--- src/rtl/serial_subtractor_if.sv ---
// rtl/serial_subtractor_if.sv - start/done handshake and operand/result bundle for serial_subtractor (optional SERIAL_SUB_OVF_EN)
interface serial_subtractor_if #(
    parameter int WIDTH = 8
);
    logic             start;
    logic [WIDTH-1:0] a;
    logic [WIDTH-1:0] b;
    logic             ready;
    logic             busy;
    logic             done;
    logic [WIDTH-1:0] diff;
    logic             borrow;
`ifdef SERIAL_SUB_OVF_EN
    logic             overflow;
`endif

    modport master (
        output start, a, b,
        input  ready, busy, done, diff, borrow
`ifdef SERIAL_SUB_OVF_EN
        , input overflow
`endif
    );

    modport slave (
        input  start, a, b,
        output ready, busy, done, diff, borrow
`ifdef SERIAL_SUB_OVF_EN
        , output overflow
`endif
    );
endinterface

--- src/rtl/serial_subtractor.sv ---
// rtl/serial_subtractor.sv - bit-serial two's-complement subtractor, LSB first (optional SERIAL_SUB_OVF_EN)
module serial_subtractor #(
    parameter int WIDTH = 8
) (
    input  logic                 clk,
    input  logic                 rst_n,
    serial_subtractor_if.slave   bus
);
    localparam int CW = $clog2(WIDTH) + 1;

    typedef enum logic [1:0] {
        ST_IDLE  = 2'd0,
        ST_SHIFT = 2'd1,
        ST_DONE  = 2'd2
    } state_t;

    state_t           state_q, state_d;
    logic [CW-1:0]    cnt_q, cnt_d;
    logic [WIDTH-1:0] a_sh_q, a_sh_d;
    logic [WIDTH-1:0] b_sh_q, b_sh_d;
    logic [WIDTH-1:0] res_q, res_d;
    logic             bor_q, bor_d;
    logic [WIDTH-1:0] diff_q, diff_d;
    logic             borrow_q, borrow_d;
    logic             d_bit;
    logic             bout;
`ifdef SERIAL_SUB_OVF_EN
    logic             a_msb_q, a_msb_d;
    logic             b_msb_q, b_msb_d;
    logic             ovf_q, ovf_d;
`endif

    // Single full-subtract cell fed by the operand LSBs and the borrow flop
    always_comb begin
        d_bit = a_sh_q[0] ^ b_sh_q[0] ^ bor_q;
        bout  = (~a_sh_q[0] & b_sh_q[0]) | (~(a_sh_q[0] ^ b_sh_q[0]) & bor_q);
    end

    // Next-state and datapath updates; diff/borrow only move on the final bit
    always_comb begin
        state_d  = state_q;
        cnt_d    = cnt_q;
        a_sh_d   = a_sh_q;
        b_sh_d   = b_sh_q;
        res_d    = res_q;
        bor_d    = bor_q;
        diff_d   = diff_q;
        borrow_d = borrow_q;
`ifdef SERIAL_SUB_OVF_EN
        a_msb_d  = a_msb_q;
        b_msb_d  = b_msb_q;
        ovf_d    = ovf_q;
`endif
        case (state_q)
            ST_IDLE: begin
                if (bus.start) begin
                    a_sh_d  = bus.a;
                    b_sh_d  = bus.b;
                    res_d   = '0;
                    bor_d   = 1'b0;
                    cnt_d   = '0;
`ifdef SERIAL_SUB_OVF_EN
                    a_msb_d = bus.a[WIDTH-1];
                    b_msb_d = bus.b[WIDTH-1];
`endif
                    state_d = ST_SHIFT;
                end
            end
            ST_SHIFT: begin
                res_d  = {d_bit, res_q[WIDTH-1:1]};
                a_sh_d = a_sh_q >> 1;
                b_sh_d = b_sh_q >> 1;
                bor_d  = bout;
                cnt_d  = cnt_q + 1'b1;
                if (cnt_q == CW'(WIDTH - 1)) begin
                    diff_d   = {d_bit, res_q[WIDTH-1:1]};
                    borrow_d = bout;
`ifdef SERIAL_SUB_OVF_EN
                    ovf_d    = (a_msb_q != b_msb_q) && (d_bit != a_msb_q);
`endif
                    state_d  = ST_DONE;
                end
            end
            ST_DONE: begin
                state_d = ST_IDLE;
            end
            default: begin
                state_d = ST_IDLE;
            end
        endcase
    end

    // State and datapath registers; reset abandons any operation in flight
    always_ff @(posedge clk or negedge rst_n) begin
        if (!rst_n) begin
            state_q  <= ST_IDLE;
            cnt_q    <= '0;
            a_sh_q   <= '0;
            b_sh_q   <= '0;
            res_q    <= '0;
            bor_q    <= 1'b0;
            diff_q   <= '0;
            borrow_q <= 1'b0;
`ifdef SERIAL_SUB_OVF_EN
            a_msb_q  <= 1'b0;
            b_msb_q  <= 1'b0;
            ovf_q    <= 1'b0;
`endif
        end else begin
            state_q  <= state_d;
            cnt_q    <= cnt_d;
            a_sh_q   <= a_sh_d;
            b_sh_q   <= b_sh_d;
            res_q    <= res_d;
            bor_q    <= bor_d;
            diff_q   <= diff_d;
            borrow_q <= borrow_d;
`ifdef SERIAL_SUB_OVF_EN
            a_msb_q  <= a_msb_d;
            b_msb_q  <= b_msb_d;
            ovf_q    <= ovf_d;
`endif
        end
    end

    assign bus.ready  = (state_q == ST_IDLE);
    assign bus.busy   = (state_q == ST_SHIFT);
    assign bus.done   = (state_q == ST_DONE);
    assign bus.diff   = diff_q;
    assign bus.borrow = borrow_q;
`ifdef SERIAL_SUB_OVF_EN
    assign bus.overflow = ovf_q;
`endif
endmodule
--- src/flat_wrapper.sv ---
// flat-port wrapper written by rule: the top's interface ports become plain ports
module serial_subtractor_flat 
#(
    parameter int WIDTH = 8
)
  (clk, rst_n, bus_start, bus_a, bus_b, bus_ready, bus_busy, bus_done, bus_diff, bus_borrow);
  serial_subtractor_if #(.WIDTH(WIDTH)) bus_i ();
  input  logic clk;
  input  logic rst_n;
  input wire logic [$bits(bus_i.start)-1:0] bus_start;
  input wire logic [$bits(bus_i.a)-1:0] bus_a;
  input wire logic [$bits(bus_i.b)-1:0] bus_b;
  output wire logic [$bits(bus_i.ready)-1:0] bus_ready;
  output wire logic [$bits(bus_i.busy)-1:0] bus_busy;
  output wire logic [$bits(bus_i.done)-1:0] bus_done;
  output wire logic [$bits(bus_i.diff)-1:0] bus_diff;
  output wire logic [$bits(bus_i.borrow)-1:0] bus_borrow;
  assign bus_i.start = bus_start;
  assign bus_i.a = bus_a;
  assign bus_i.b = bus_b;
  assign bus_ready = bus_i.ready;
  assign bus_busy = bus_i.busy;
  assign bus_done = bus_i.done;
  assign bus_diff = bus_i.diff;
  assign bus_borrow = bus_i.borrow;
  serial_subtractor #(.WIDTH(WIDTH)) u_core (.clk(clk), .rst_n(rst_n), .bus(bus_i));
endmodule
--- config.mk ---
export PLATFORM = sky130hd
export DESIGN_NAME = serial_subtractor_flat
export DESIGN_NICKNAME = d
export VERILOG_FILES = /design/src/rtl/serial_subtractor_if.sv /design/src/rtl/serial_subtractor.sv /design/src/flat_wrapper.sv
export SDC_FILE = /design/constraint.sdc
export NUM_CORES = 1
export LEC_CHECK = 0
export ABC_AREA = 1
export CAP_MARGIN = 0
export CORE_MARGIN = 5
export CORE_UTILIZATION = 55
export CTS_CLUSTER_DIAMETER = 120
export CTS_CLUSTER_SIZE = 30
export DETAILED_ROUTE_END_ITERATION = 8
export PLACE_DENSITY_LB_ADDON = 0.12
export SYNTH_ARGS = -nofsm -noshare
export SYNTH_HDL_FRONTEND = slang
export SYNTH_SLANG_ARGS = --single-unit
--- constraint.sdc ---
create_clock -name clk -period 2.1 [get_ports clk]
set_input_delay 0.21 -clock clk [delete_from_list [all_inputs] [get_ports clk]]
set_output_delay 0.21 -clock clk [all_outputs]
set_load 0.01 [all_outputs]
== Word level (Yosys, flattened, before mapping) ==
Index checks and enable logic that the tools add are counted.
Word-level totals
  flip-flop bits (word level): 40
  bits of input ports: 19
  output and inout bits: 12
  logic and storage cells: 39
Cells by class
  add/sub/neg operators: 1
  equality and inequality tests: 5
  multiplexer cells: 13
  bitwise gates (word level): 7
  reduce and logical (&&, ||, !) cells: 5
Operators by type and width (count)
  $pmux 8 s2: 3
  $mux 8: 3
  $pmux 4 s2: 1
  $reduce_and 2->1: 3
  $add 4x1->4 const B: 1
  $eq 4x3->1 const B: 1
  $mux 2: 2
  $mux 4: 1
  $pmux 2 s2: 1
  $and 1x1->1: 2
  $eq 2x1->1 const B: 1
  $eq 2x2->1 const B: 1
  $logic_not 2->1: 1
  $ne 2x1->1 const B: 1
  $ne 2x2->1 const B: 1
  $not 1->1: 2
  $pmux 1 s2: 1
  $reduce_bool 2->1: 1
  $xor 1x1->1: 2
  $mux 1: 1
  $or 1x1->1: 1

== Longest topological paths before layout ==
  depth in word-level cells: 5
  gate-level depth with buffers: 6
  depth with buffers taken out: 6

== Worst setup path after synthesis ==
No wires, ideal clock.
  kind: register -> register
  from: register u_core.cnt_q[0]
  to: register u_core.diff_q[7], in the netlist u_core.bus.diff[7]
  library setup time: 0.117 ns
  arrival: 0.993 ns
  required time: 1.983 ns
  slack: 0.990 ns
  cell stages (with the launch flop): 7
  path buffers: 0
  period minus slack after synthesis: 1.110 ns
  cell sequence: dfrtp_1 ha_1 nand2_1 nor2_1 nand2_2 nand2_1 nand2_1
On the way
  longest elaborated chain between the ends: 2
RTL lines
  start: declaration: RTL line serial_subtractor.sv:18  | logic [CW-1:0] cnt_q, cnt_d;
  start signal: assignment: RTL line serial_subtractor.sv:111  | cnt_q <= cnt_d;
  $eq 4x3->1: RTL line serial_subtractor.sv:75  | if (cnt_q == CW'(WIDTH - 1)) begin
  $reduce_and 2->1 (no source line)
  end signal: assignment: RTL line serial_subtractor.sv:116  | diff_q <= diff_d;
  end: declaration: RTL line serial_subtractor.sv:23  | logic [WIDTH-1:0] diff_q, diff_d;
Every way passes these cells.
A chain may end at the register's enable or synchronous reset.

== Worst setup path in the final report ==
  from: register u_core.state_q[0]
  to: output port bus_busy
On the way
  longest elaborated chain between the ends: 1
RTL lines
  start: declaration: RTL line serial_subtractor.sv:17  | state_t state_q, state_d;
  start signal: assignment: RTL line serial_subtractor.sv:110  | state_q <= state_d;
  $eq 2x1->1: RTL line serial_subtractor.sv:127  | assign bus.busy = (state_q == ST_SHIFT);
  end: declaration: RTL line flat_wrapper.sv:14  | output wire logic [$bits(bus_i.busy)-1:0] bus_busy;
Every way passes these cells.

==> flow_metrics.py <==
metrics = {
    "drt": {
        "route.met2.wl_mm": 1.71,
        "drc": 0,
        "drtIter0Drc": 101,
        "wl_met1_mm": 1.61,
        "dr.pass1.iters": 4,
        "top_layer": "met4",
        "wl_per_cell_um": 13.6,
        "via_count": 1378,
        "wl_met3_um": 153,
        "drtAntennaViolNets": 0,
        "routed_wl_mm": 3.52,
        "vias_per_cell": 5.32,
    },
    "yosys": {
        "synth.largest_area_cell": "dfrtp_1",
        "synth-seq-cells": 39,
        "syn_inst": 192,
        "syn_area_um2": 1690,
        "ys_types": 20,
        "synth_warnings": 0,
        "synth_area_leaders": "dfrtp_1, nand2_1, nand3_1, buf_6, fa_1",
        "ys_seq_area_share_pct": 57.9,
        "synth_top_area_share_pct": 57.9,
        "avgSynthCellArea_um2": 8.78,
        "synth_fp_nets": 213,
    },
    "timing": {
        "finalHoldViolCount": 0,
        "max_slew_margin_pct": 43.2,
        "whs_ns": 0.398,
        "timing.fmax_mhz": 537,
        "fin_ws_ns": 0.237,
        "post-route-period-util_pct": 88.7,
        "setup_viol": 0,
        "fin_setup_tns_ns": 0,
        "tightestPinTransition_ns": 0.852,
        "drv_slew": 0,
        "fin_crit_ns": 1.86,
        "fin_skew_ns": 0.00556,
        "rsz0062_at_grt": "no",
    },
    "placement": {
        "dp.final_hpwl_mm": 2.33,
        "gp_congestion": 0.804,
        "dp_cells": 250,
        "portBuffers": 30,
        "post-place-ws_ns": 0.550,
        "dpl_cell_area_um2": 1990,
    },
    "clocking": {
        "clkLatencyLatePin_ns": 0.34,
        "clk_pin_slew_ns": 0.11,
        "numCtsBuffers": 5,
        "cts_tree": "yes",
        "cts_root_buffer": "clkbuf_4",
        "hold_buffers": 1,
        "cts_setup_buffers": 0,
        "cts.htree.levels": 2,
        "cts.sinks": 39,
        "clockBufferDepth": 2,
        "cts_resized": 0,
    },
    "floorplanning": {
        "die_area_um2": 4270,
        "rows": 20,
        "ioPinCount": 31,
        "coreArea_um2": 3000,
        "die_w_um": 65.4,
        "start_util_pct": 56.1,
        "die_h_um": 65.4,
    },
    "run_status": {
        "status": "finished clean",
    },
    "grt": {
        "grt_usage_pct": 19.0,
        "grt_pass1_vias": 1400,
        "grt_pass1_wl_mm": 6.29,
        "antenna_found_initial": 0,
        "overflow": 0,
        "grt_max_degree": 40,
    },
    "critical_path": {
        "crit_path_start_kind": "register",
        "crit_type": "register to output port",
        "arrival_ns": 1.65,
        "cp-end-kind": "output port",
        "r2r_cells": 6,
        "path_max_fanout": 15,
        "r2r_end": "u_core.bus.diff[2]$_DFFE_PN0P_",
        "cp_data_required_time_ns": 1.89,
        "rrSetupSlack_ns": 0.59,
        "worst_r2r_startpoint": "u_core.state_q[0]$_DFFE_PN0P_",
    },
    "cells_and_area": {
        "fin_cells": 259,
        "drive_gt1_share_pct": 7.96,
        "multiInputGateArea_um2": 627,
        "regArea_um2": 976,
        "final_nets": 246,
        "areaGrowthSynthToFinish_pct": 22.6,
        "num_antenna_cells": 0,
        "final_area_um2": 2070,
        "n_fill_cell": 268,
    },
    "hold_path": {
        "hold_start": "bus_b[7]",
        "worstHoldPathCells": 3,
        "hp-class": "input pin to register",
        "hold_path_end": "u_core.b_sh_q[7]$_DFFE_PN0P_",
    },
    "power": {
        "irDropWorstVdd_mv": 0.823,
        "power.density_nw_per_um2": 1390,
        "power.leakage_uw": 0.00102,
    },
    "run": {
        "maxCapViolCount": 0,
    },
}
state kept, by name (all words and copies together), names as in the netlist:
signal / flops
u_core.state_q: 2
u_core.bus.borrow: 1
u_core.bor_q: 1
u_core.b_sh_q: 8
u_core.res_q: 7
u_core.bus.diff: 8
u_core.a_sh_q: 8
u_core.cnt_q: 4
placed cells by master (no fill, tap or decap):
master / synthesis / routed
fa_1: 1 / 1
dfrtp_1: 39 / 39
dlygate4sd3_1: 0 / 1
clkbuf_1: 1 / 1
clkbuf_4: 0 / 5
clkbuf_8: 0 / 2
a21oi_1: 1 / 1
nand2_2: 3 / 3
clkdlybuf4s50_1: 0 / 29
inv_2: 2 / 2
nand2_1: 77 / 77
buf_4: 2 / 3
nor2_4: 1 / 1
o22ai_1: 1 / 1
nand3_1: 42 / 42
buf_2: 3 / 1
nor2_2: 1 / 1
inv_1: 5 / 5
nand4_1: 1 / 1
nor2_1: 5 / 5
o21bai_1: 1 / 1
o21ai_0: 3 / 3
ha_1: 1 / 1
layout make-up:
| type | count | area share (%) |
|---|---|---|
| Timing Repair Buffer | 34 | 15.9 |
| Multi-Input combinational cell | 138 | 30.3 |
| Sequential cell | 39 | 47.2 |
| Inverter | 7 | 1.27 |
| Tap cell | 33 | 2.00 |
| Clock buffer | 8 | 3.33 |
cells by family (layout without fill, tap and decap cells):
| group | Yosys count | count (layout) | share of synthesized area (%) |
|---|---|---|---|
| compound gates | 6 | 6 | 2.00 |
| simple gates | 130 | 130 | 33.3 |
| flops | 39 | 39 | 57.9 |
| buf+inv | 15 | 49 | 4.90 |
| fa+ha+maj | 2 | 2 | 1.93 |
per-stage QoR:
step,total power [uW],util (%)
final,2860,68.8
after global routing,3110,68.8
after CTS,2890,68.8
after detailed placement,2450,66.2
after global placement,2400,66.2
after floorplan,2030,-
power breakdown:
part	total (uW)	internal (uW)	switching, uW
logic	1130	501	630
registers	1300	1080	219
clock network	436	197	239
total	2860	1780	1090
synth_stat cells, drive strengths merged:
| library cell | number |
|---|---|
| nand2 | 80 |
| nand3 | 42 |
| dfrtp | 39 |
| buf | 7 |
| inv | 7 |
| nor2 | 7 |
| o21ai | 3 |
| a21oi | 1 |
| clkbuf | 1 |
| fa | 1 |
| ha | 1 |
| nand4 | 1 |
| o21bai | 1 |
| o22ai | 1 |
metal layers:
layer  track usage (%)  vias to the layer above
met1              24.8                      664
met5                 0                        -
met3              4.62                        4
met2              31.2                       28
li1                  -                      682
met4              6.22                        0
critical path: stages (launching register included):
cell,delay (ns)
dfrtp_1,0.45
nand2_2,0.22
inv_2,0.10
clkdlybuf4s50_1,0.53
worst max-delay path by stage:
stage,startpoint,end,cells after the start
after global placement,bus_start,u_core.state_q[0]$_DFFE_PN0P_,4
after global routing,u_core.state_q[0]$_DFFE_PN0P_,bus_busy,3
after detailed placement,bus_start,u_core.b_sh_q[6]$_DFFE_PN0P_,5
after floorplan,u_core.cnt_q[0]$_DFFE_PN0P_,u_core.bus.diff[7]$_DFFE_PN0P_,6
final,u_core.state_q[0]$_DFFE_PN0P_,bus_busy,3
after CTS,u_core.state_q[0]$_DFFE_PN0P_,bus_busy,3
(Power assumes the default switching activity.)
